## src/rtl/host_mem_arbiter.sv

```systemverilog
// Round-robin arbiter that serialises NUM_REQ burst commands onto one DW-wide
// host memory port. Bursts are split into single-DW beats, one beat outstanding.

module host_mem_arbiter_lane #(
  parameter int IDX_W = 2,
  parameter int LANE  = 0
) (
  input  logic [IDX_W-1:0] pick,
  input  logic [IDX_W-1:0] gnt,
  input  logic             accept,
  input  logic             wack,
  input  logic             rdv,
  input  logic             fin,
  output logic             ready,
  output logic             beat_ack,
  output logic             rd_valid,
  output logic             done
);
  logic own_pick, own_gnt;

  assign own_pick = (pick == IDX_W'(LANE));
  assign own_gnt  = (gnt == IDX_W'(LANE));
  assign ready    = accept & own_pick;
  assign beat_ack = wack & own_gnt;
  assign rd_valid = rdv & own_gnt;
  assign done     = fin & own_gnt;
endmodule

module host_mem_arbiter #(
  parameter int          NUM_REQ   = 4,
  parameter int          LEN_W     = 8,
  parameter logic [63:0] MSIX_ADDR = 64'h1,
  parameter logic [31:0] MSIX_DATA = 32'h12345678
) (
  input  logic                            clk,
  input  logic                            rst_n,
  input  logic [NUM_REQ-1:0]              req_valid,
  output logic [NUM_REQ-1:0]              req_ready,
  input  logic [NUM_REQ-1:0]              req_wr,
  input  logic [NUM_REQ-1:0][63:0]        req_addr,
  input  logic [NUM_REQ-1:0][LEN_W-1:0]   req_len,
  input  logic [NUM_REQ-1:0][31:0]        req_wdata,
  output logic [NUM_REQ-1:0]              wbeat_ack,
  output logic [31:0]                     rdata,
  output logic [NUM_REQ-1:0]              rdata_valid,
  output logic [NUM_REQ-1:0]              done,
  output logic                            mem_valid,
  input  logic                            mem_ready,
  output logic                            mem_wr,
  output logic [63:0]                     mem_addr,
  output logic [31:0]                     mem_wdata,
  input  logic                            mem_rvalid,
  input  logic [31:0]                     mem_rdata,
  output logic                            msix_intr,
  input  logic                            msix_clr
);
  localparam int IDX_W = (NUM_REQ > 1) ? $clog2(NUM_REQ) : 1;

  typedef enum logic [1:0] {S_IDLE, S_BEAT, S_RWAIT, S_DONE} state_t;

  state_t             state, state_nx;
  logic [IDX_W-1:0]   rr_ptr, gnt, pick, idx_b;
  logic               pick_vld;
  logic               cur_wr;
  logic [63:0]        cur_addr;
  logic [LEN_W-1:0]   remaining;
  logic               rdv_q, msix_q;
  logic               accept, beat_go, wack, rret, last, msix_hit;
  int                 idx;

  // Rotating priority: first pending requester at or after rr_ptr.
  always_comb begin
    pick_vld = 1'b0;
    pick     = '0;
    idx      = 0;
    idx_b    = '0;
    for (int i = 0; i < NUM_REQ; i++) begin
      idx = int'(rr_ptr) + i;
      if (idx >= NUM_REQ) idx = idx - NUM_REQ;
      idx_b = IDX_W'(idx);
      if (!pick_vld && req_valid[idx_b]) begin
        pick_vld = 1'b1;
        pick     = idx_b;
      end
    end
  end

  assign accept   = rst_n && (state == S_IDLE) && pick_vld;
  assign beat_go  = (state == S_BEAT) && mem_ready;
  assign wack     = beat_go && cur_wr;
  assign rret     = (state == S_RWAIT) && mem_rvalid;
  assign last     = (remaining == LEN_W'(1));
  assign msix_hit = wack && (cur_addr == MSIX_ADDR) && (mem_wdata == MSIX_DATA);

  always_comb begin
    state_nx = state;
    case (state)
      S_IDLE:  if (accept) state_nx = S_BEAT;
      S_BEAT:  if (mem_ready) state_nx = cur_wr ? (last ? S_DONE : S_BEAT) : S_RWAIT;
      S_RWAIT: if (mem_rvalid) state_nx = last ? S_DONE : S_BEAT;
      S_DONE:  state_nx = S_IDLE;
      default: state_nx = S_IDLE;
    endcase
  end

  always_ff @(posedge clk) begin
    if (!rst_n) begin
      state     <= S_IDLE;
      rr_ptr    <= '0;
      gnt       <= '0;
      cur_wr    <= 1'b0;
      cur_addr  <= '0;
      remaining <= '0;
      rdata     <= '0;
      rdv_q     <= 1'b0;
      msix_q    <= 1'b0;
    end else begin
      state <= state_nx;
      rdv_q <= rret;
      if (accept) begin
        gnt       <= pick;
        rr_ptr    <= (pick == IDX_W'(NUM_REQ - 1)) ? '0 : pick + IDX_W'(1);
        cur_wr    <= req_wr[pick];
        cur_addr  <= req_addr[pick];
        remaining <= (req_len[pick] == '0) ? LEN_W'(1) : req_len[pick];
      end
      // A beat completes on write accept or on read return.
      if (wack || rret) begin
        remaining <= remaining - LEN_W'(1);
        cur_addr  <= cur_addr + 64'd4;
      end
      if (rret) rdata <= mem_rdata;
      if (msix_hit)      msix_q <= 1'b1;
      else if (msix_clr) msix_q <= 1'b0;
    end
  end

  assign mem_valid = (state == S_BEAT);
  assign mem_wr    = mem_valid && cur_wr;
  assign mem_addr  = mem_valid ? cur_addr : '0;
  assign mem_wdata = mem_wr ? req_wdata[gnt] : '0;
  assign msix_intr = msix_q;

  for (genvar g = 0; g < NUM_REQ; g++) begin : g_lane
    host_mem_arbiter_lane #(.IDX_W(IDX_W), .LANE(g)) u_lane (
      .pick     (pick),
      .gnt      (gnt),
      .accept   (accept),
      .wack     (wack),
      .rdv      (rdv_q),
      .fin      (state == S_DONE),
      .ready    (req_ready[g]),
      .beat_ack (wbeat_ack[g]),
      .rd_valid (rdata_valid[g]),
      .done     (done[g])
    );
  end
endmodule

```

## config.mk

```make
export PLATFORM = sky130hd
export DESIGN_NAME = host_mem_arbiter
export DESIGN_NICKNAME = d
export VERILOG_FILES = /design/src/rtl/host_mem_arbiter.sv
export SDC_FILE = /design/constraint.sdc
export NUM_CORES = 1
export LEC_CHECK = 0
export ABC_AREA = 1
export CORE_AREA = 2 2 237 239
export DETAILED_ROUTE_END_ITERATION = 8
export DIE_AREA = 0 0 239 241
export SKIP_CTS_REPAIR_TIMING = 1
export SYNTH_ARGS = -nofsm -noshare
export SYNTH_HDL_FRONTEND = slang
export SYNTH_SLANG_ARGS = --single-unit
export TNS_END_PERCENT = 100
```

## constraint.sdc

```tcl
create_clock -name clk -period 3.13 [get_ports clk]
set_input_delay 0.626 -clock clk [delete_from_list [all_inputs] [get_ports clk]]
set_output_delay 0.626 -clock clk [all_outputs]
set_load 0.01 [all_outputs]
```

==> results of run 1 <==
cell usage after synthesis, types with 4 or more instances:
| cell type | n |
|---|---|
| sky130_fd_sc_hd__dfxtp_1 | 113 |
| sky130_fd_sc_hd__nor2_2 | 6 |
| sky130_fd_sc_hd__o31ai_1 | 5 |
| sky130_fd_sc_hd__or2_2 | 4 |
| sky130_fd_sc_hd__a22oi_1 | 13 |
| sky130_fd_sc_hd__nor3_1 | 40 |
| sky130_fd_sc_hd__o211ai_1 | 11 |
| sky130_fd_sc_hd__nand3_1 | 127 |
| sky130_fd_sc_hd__nand4_1 | 30 |
| sky130_fd_sc_hd__o22ai_1 | 26 |
| sky130_fd_sc_hd__xor2_1 | 24 |
| sky130_fd_sc_hd__a32oi_1 | 20 |
| sky130_fd_sc_hd__o221ai_1 | 6 |
| sky130_fd_sc_hd__buf_2 | 35 |
| sky130_fd_sc_hd__nor2_1 | 266 |
| sky130_fd_sc_hd__o21ai_1 | 25 |
| sky130_fd_sc_hd__inv_1 | 156 |
| sky130_fd_sc_hd__buf_6 | 5 |
| sky130_fd_sc_hd__buf_4 | 24 |
| sky130_fd_sc_hd__a21oi_1 | 135 |
| sky130_fd_sc_hd__nor3b_1 | 4 |
| sky130_fd_sc_hd__nand2_1 | 379 |
| sky130_fd_sc_hd__o21ai_0 | 140 |
| sky130_fd_sc_hd__inv_2 | 6 |
| sky130_fd_sc_hd__a31oi_1 | 26 |
| sky130_fd_sc_hd__buf_1 | 8 |
| sky130_fd_sc_hd__clkbuf_1 | 60 |
| sky130_fd_sc_hd__a221oi_1 | 20 |
| sky130_fd_sc_hd__nor4_1 | 18 |
| sky130_fd_sc_hd__a22o_1 | 22 |
| sky130_fd_sc_hd__ha_1 | 8 |
| sky130_fd_sc_hd__nand2_2 | 4 |
routing by layer:
metal,GRT usage,wire length [um],share of wire
met1,0.305,30100,0.45
met2,0.363,31400,0.47
met3,0.0340,4600,0.068
met4,0.0439,1130,0.017
met5,0,27,0.00040
power by group:
part	internal [mW]	switching [mW]
clock	1.20	0.753
sequential	1.83	0.453
combinational	3.95	6.02
total	6.98	7.22
worst min-delay path: stages (launching register included):
cell                      delay (ps)
sky130_fd_sc_hd__dfxtp_1         300
sky130_fd_sc_hd__nand2_1          60
sky130_fd_sc_hd__a21oi_1          50
path summary, 6_finish.rpt:
kind / endpoint / start / slack [ps] / cells after the start
worst max register to register: cur_addr[29]$_SDFFE_PN0P_ / rr_ptr[0]$_SDFFE_PN0P_ / 180 / 16
worst min-delay path: rdata[3]$_SDFFE_PN0P_ / rdata[3]$_SDFFE_PN0P_ / 460 / 2
worst min register to register: rdata[3]$_SDFFE_PN0P_ / rdata[3]$_SDFFE_PN0P_ / 460 / 2
worst max-delay path: mem_wdata[20] / state[0]$_SDFFE_PN0P_ / 60 / 8
registers in the layout, indices dropped and copies added, names as in the netlist, 2 cells and up:
register / cells
cur_addr: 64
rdata: 32
state: 2
gnt: 2
remaining: 8
rr_ptr: 2
placed cells by master (no fill, tap or decap), drive strengths merged, types with 24 or more instances in the layout:
| master | synthesis | routed |
|---|---|---|
| o22ai | 26 | 26 |
| buf | 72 | 126 |
| xor2 | 24 | 24 |
| clkdlybuf4s50 | 0 | 591 |
| nand2 | 386 | 386 |
| o21ai | 165 | 165 |
| nor3 | 42 | 42 |
| nand3 | 130 | 130 |
| inv | 163 | 163 |
| nand4 | 30 | 30 |
| dfxtp | 113 | 113 |
| a31oi | 26 | 26 |
| nor2 | 273 | 273 |
| a21oi | 135 | 135 |
logic make-up after synthesis:
| logic type | Yosys count | synth area share |
|---|---|---|
| simple gates | 892 | 0.364 |
| compound gates | 466 | 0.265 |
| buf+inv | 297 | 0.123 |
| flops | 113 | 0.216 |
| xor+xnor | 25 | 0.0209 |
| fa+ha+maj | 8 | 0.00956 |
| mux | 1 | 0.000956 |
final cells by class:
class                   instances  area share
repair buffers                730       0.387
multi-input cells            1392       0.378
flip-flops and latches        113       0.122
well taps                     704      0.0475
inverters                     164      0.0335
clock buffers                  21      0.0248
clock inverters                11     0.00607
repair inverters                2    0.000674
==> results.txt, run 1 <==
- Syn Nets: about 2.3k
- Setup tns final: 0 ps
* Overall routing resource usage: 0.221
- The worst setup path is launched from a register.
- Die Wd: 239 um
- Initial Utilization: 0.191
- After clock tree synthesis, the clock-pin slew on the worst setup and hold paths is 50 ps.
* H-tree Lvls: 4
- Final critical-path required period: 3070 ps
* Per-instance average area after synthesis: 5.81 um2
- After routing the design area is 18600 um2.
- For this run, the top clock speed supported by timing is between 0.3 and 0.4 GHz.
- Number of warnings printed during yosys synthesis: 0
* Worst path bufs/invs: 5
- The filler cells instantiated in the layout total 5986.
- The HPWL after detailed placement is 54900 um.
- The via count of the first global-routing pass is around 15k.
* Highest net fanout along the worst path: 5
- Vias per cell: 4.93
- After detailed routing, the number of remaining DRC violations is 0.
- Relative max-transition margin: 0.536
* Final Instance Count excl. Fillers: between 3k and 4k
* Fraction of layout instances using a drive strength above 1: 0.0917
- Port buffer count: approximately 610
- Result of the run: completed
- Fin. max-slew vios: 0
- Routability cong.: 0.983
- Area occupied by registers: around 2300 um2
- Data required, critical path: 2500 ps
- Summed over all cells, the static leakage comes to between 7 and 8 nW.
- DP Area: 17800 um2
- The first global-routing pass estimated 95700 um of wire.
- Async set or reset register ratio after synthesis: 0
- Clock latency on the worst-skew pair: 440 ps
* CTS tree: yes
- Total Die Area: 57600 um2
- Final setup violation count: 0
* Row count: 86
* Net total in the final layout: just under 3k
- During I/O placement, the number of pins put on the boundary was 608.
- For this run the aggregate overflow at the end of global routing stands at 0.
- Counting along the longest clock path gives a buffer depth of 2.
- TritonCTS created 17 clock buffers.
- Final core area utilization: 0.338
* Number of synthesized flops with an enable pin: 0
* Clock tree root buffer cell: sky130_fd_sc_hd__clkbuf_16
* Area used by multi-input combinational logic: 7010 um2
- The clock drives ~110 sinks.
- Top cell by count, worst path: sky130_fd_sc_hd__nor2_4
- Critical Path Max Stage Delay: 600 ps
- Sequence of cells on the critical path: inv_1, nor2_4, inv_2, nor2_4, buf_12, clkinvlp_2, nor2_1, clkdlybuf4s50_1
- The number of antenna diodes in the final layout is 0.
- Yosys top cell area share: 0.216
* Type of element capturing the critical path: primary output
* Worst slack at placement: -395 ps
* Clock skew after layout: 9.31 ps
- Power density over the cells: 765 nW/um2
- Of the synthesized area, sequential elements account for 0.216.
- Detailed router's first-iteration violation count: 1222
- Vias post-DR: between 15k and 20k
- Relative to the synthesized area, the layout overhead comes to 77.2%.
- The completed layout was analyzed and its total power is between 10 and 15 mW.
- In the post-route analysis, the smallest setup slack over all paths is 59.7 ps.
- Across the run, the number of max-cap violations was 0.
- Entering global routing, the biggest net connects roughly 90 pins.
* Top cells by area, synth: sky130_fd_sc_hd__dfxtp_1 (22%), sky130_fd_sc_hd__nand2_1 (14%), sky130_fd_sc_hd__nor2_1 (9.5%)
- Counting flops and latches in the post-synthesis netlist gives 113.
- Path category of the worst min-delay check: register to register
- Tcrit/Tclk final: 0.981
* Routed len/inst: 21.5 um
* Flip-flop cell with the highest count after synthesis: sky130_fd_sc_hd__dfxtp_1
- Critical setup path kind: register to primary output
* CP top delay family: buffers and inverters
- For this design, the slowest cell found on the critical path is sky130_fd_sc_hd__clkdlybuf4s50_1.
- The number of hold violations in the final report is 0.
- The core region is 54900 um2.
- For the worst setup path, the data arrival time is 2440 ps.
* First drt pass iteration count: 5
- Hold is met by 460 ps.
- The cell area that synthesis handed to floorplanning was approximately 10000 um2.
- Counting distinct cell types in the post-synthesis netlist gives 52.
- The count of nets left with antenna violations once routing finished came out at 0.
- At the pin with the least slew margin, the transition time is 691 ps.
- The die is 241 um tall.
- Area leader, netlist: sky130_fd_sc_hd__dfxtp_1
* WL final: 67300 um
- Synthesized netlist cell count: 1802
* Number of antenna violations at the first check in global routing: 2
* Maximum VDD drop: between 400 and 500 uV
- After detailed placement, the design holds a cell count of 3099.
Power figures use the tool's default switching activity.
==> run 2: changes to the inputs <==
Settings changed: SKIP_CTS_REPAIR_TIMING 1 to unset.
==> results.txt, run 2 (synthesized netlist as in run 1, its figures left out) <==
- Area occupied by registers: 2270 um2
* Count of unresolved DRC violations after routing: 0
* I/O pins: 608
- Number of CTS-inserted buffers: 17
- Highest net fanout along the worst path: 2
- Detailed router's first-iteration violation count: 1309
- H-tree Lvls: 4
* Most common library cell in the layout ignoring fill and taps: sky130_fd_sc_hd__clkdlybuf4s50_1
- The register with the most flip-flops in the layout has 64 of them.
- The floorplan step defined a core boundary enclosing 54900 um2.
- Port buffer count: 607
- Final Instance Count excl. Fillers: roughly 3.1k
- Net total in the final layout: about 2.9k
* GRT overflow: 0
- After detailed routing, the average wire length per cell comes to 21.4 um.
- The initial antenna violation count is 1.
- The library cells used most frequently in the layout, excluding fill and tap cells, are sky130_fd_sc_hd__clkdlybuf4s50_1 (591), sky130_fd_sc_hd__nand2_1 (370), sky130_fd_sc_hd__nor2_1 (258), sky130_fd_sc_hd__inv_1 (153), sky130_fd_sc_hd__o21ai_0 (139).
- The floorplan has 86 rows.
- The startpoint identified for the worst hold timing path is rdata[3]$_SDFFE_PN0P_.
* Clk buf depth: 2
- For the worst setup path, the data arrival time is 2460 ps.
- CTS saw 113 sinks.
- Result of the run: completed
* Max Clk Rate: 0.324 GHz
- CTS tree: yes
- Critical setup path kind: input port to primary output
- Dividing the final minimum period by the clock period gives 0.985.
- Final Hold Violating Endpoints: 0
* WL final: 67200 um
- For the worst flop-to-flop path, the logic depth is 16.
* Relative area change from synthesis to final layout: 76.9%
* Largest registers ranked by flip-flop count: cur_addr (64), rdata (32), remaining (8)
- Transition time at the pin with the least slew margin: 663 ps
- Counting instances, the worst hold path has a depth of 2.
- For this run, the total global-route usage over all layers was measured as 0.221.
- Lkg Pwr: 7.25 nW
* CP startpoint kind: input port
- Across the routed clock network, the largest skew measured is 12.4 ps.
- Routability cong.: just under 1
- Power spread over the standard cell area amounts to ~770 nW/um2.
- STA puts the critical path data required time at 2500 ps.
- The number of pins exceeding their max-slew limit in the final report came to 0.
- Quantity of hold-fixing buffers added after cts: 0
* Launch point of the worst reg-to-reg path: rr_ptr[0]$_SDFFE_PN0P_
- cur_addr holds more flip-flops than any other register.
- # placed instances: about 3.1k
- The detail route stage leaves a number of antenna-violating nets equal to 0.
- Fraction of layout instances using a drive strength above 1: 0.0909
- Final setup violation count: 0
- Type of element capturing the critical path: primary output
* Path category of the worst min-delay check: register to register
- Before antenna repair, the detailed router went through 5 iterations.
- For this configuration, the core starts out at a cell density of 0.191.
- The setup check on the worst reg-to-reg path leaves a slack of 210 ps.
- Die Wd: 239 um
- Entering global routing, the biggest net connects 88 pins.
- Maximum VDD drop: 477 uV
* MaxCap Viol Count: 0
- First-pass GRT wire length: 96000 um
- The floorplan step set the die height to 241 um.
* End of the worst register-to-register path: cur_addr[29]$_SDFFE_PN0P_
- The via count of the first global-routing pass is around 15k.
* Worst-path clk slew: 60 ps
- Vias per cell: just under 5
* Clock latency on the worst-skew pair: between 400 and 500 ps
- Setup tns final: 0 ps
- Clock tree root buffer cell: sky130_fd_sc_hd__clkbuf_16
- The routed layout has 15.4k vias.
- After layout, the minimum clock period comes to 3080 ps.
- Half-perimeter wire length of the detailed placement result: 54900 um
- Hold Worst Slack: 459 ps
- The worst pin sits at a relative slew slack of 0.553.
- Antenna fix cells: 0
* Worst Hold End: rdata[3]$_SDFFE_PN0P_
* Total Die Area: about 58000 um2
* Number of fill cells in the layout: between 5k and 6k
* Area used by multi-input combinational logic: 7010 um2
## run 2: worst max-delay path by stage
| stage | from | depth (start not counted) | to | slack (ps) |
|---|---|---|---|---|
| final | req_wdata[30] | 5 | mem_wdata[30] | 50 |
| after global routing | state[0]$_SDFFE_PN0P_ | 9 | mem_wdata[5] | -8 |
| after CTS | state[0]$_SDFFE_PN0P_ | 8 | mem_wdata[23] | 2 |
| after detailed placement | req_valid[3] | 14 | req_ready[1] | -390 |
| after global placement | req_valid[3] | 14 | req_ready[1] | -350 |
| after floorplan | req_valid[3] | 15 | req_ready[3] | 390 |
## run 2: stage by stage
stage                     area, um2  worst slack [ps]   util  total power, mW
after floorplan               10500               387      -             7.49
after global placement        17800              -354  0.325             12.1
after detailed placement      17800              -395  0.325             12.2
after CTS                     18500              1.71  0.336             14.2
after global routing          18500             -7.99  0.338             15.3
final                         18500              47.9  0.338             14.2
## run 2: what timing repair did
| item | in CTS | in global routing |
|---|---|---|
| setup endpoints to repair | 65 | 47 |
| gates cloned | 1 | 1 |
| setup buffers | 2 | 0 |
| pin swaps | 1 | 5 |
| hold endpoints to repair | 0 | 0 |
| gates resized for setup | 27 | 31 |
## run 2: final cells by class
class	instances	area share
Timing Repair Buffer	728	0.387
Multi-Input combinational cell	1392	0.378
Sequential cell	113	0.122
Tap cell	704	0.0475
Inverter	164	0.0336
Clock buffer	21	0.0249
Clock inverter	11	0.00608
Timing Repair inverter	2	0.000675
## run 2: routing by layer
layer	GRT usage	wire, um	share of wire
met1	0.308	30500	0.45
met2	0.364	31500	0.47
met3	0.0316	4230	0.063
met4	0.0436	1010	0.015
met5	0	13	0.00019
## run 2: power by group
group / internal [mW] / leakage [nW] / switching (mW)
registers: 1.83 / 0.929 / 0.453
clock network: 1.20 / 0.278 / 0.758
logic: 3.94 / 6.05 / 6.03
## run 2: critical path: stages
cell                              delay, ps
sky130_fd_sc_hd__clkdlybuf4s50_1        450
sky130_fd_sc_hd__a22o_1                 240
sky130_fd_sc_hd__a221oi_1               450
sky130_fd_sc_hd__nor2_1                 170
sky130_fd_sc_hd__clkdlybuf4s50_1        520
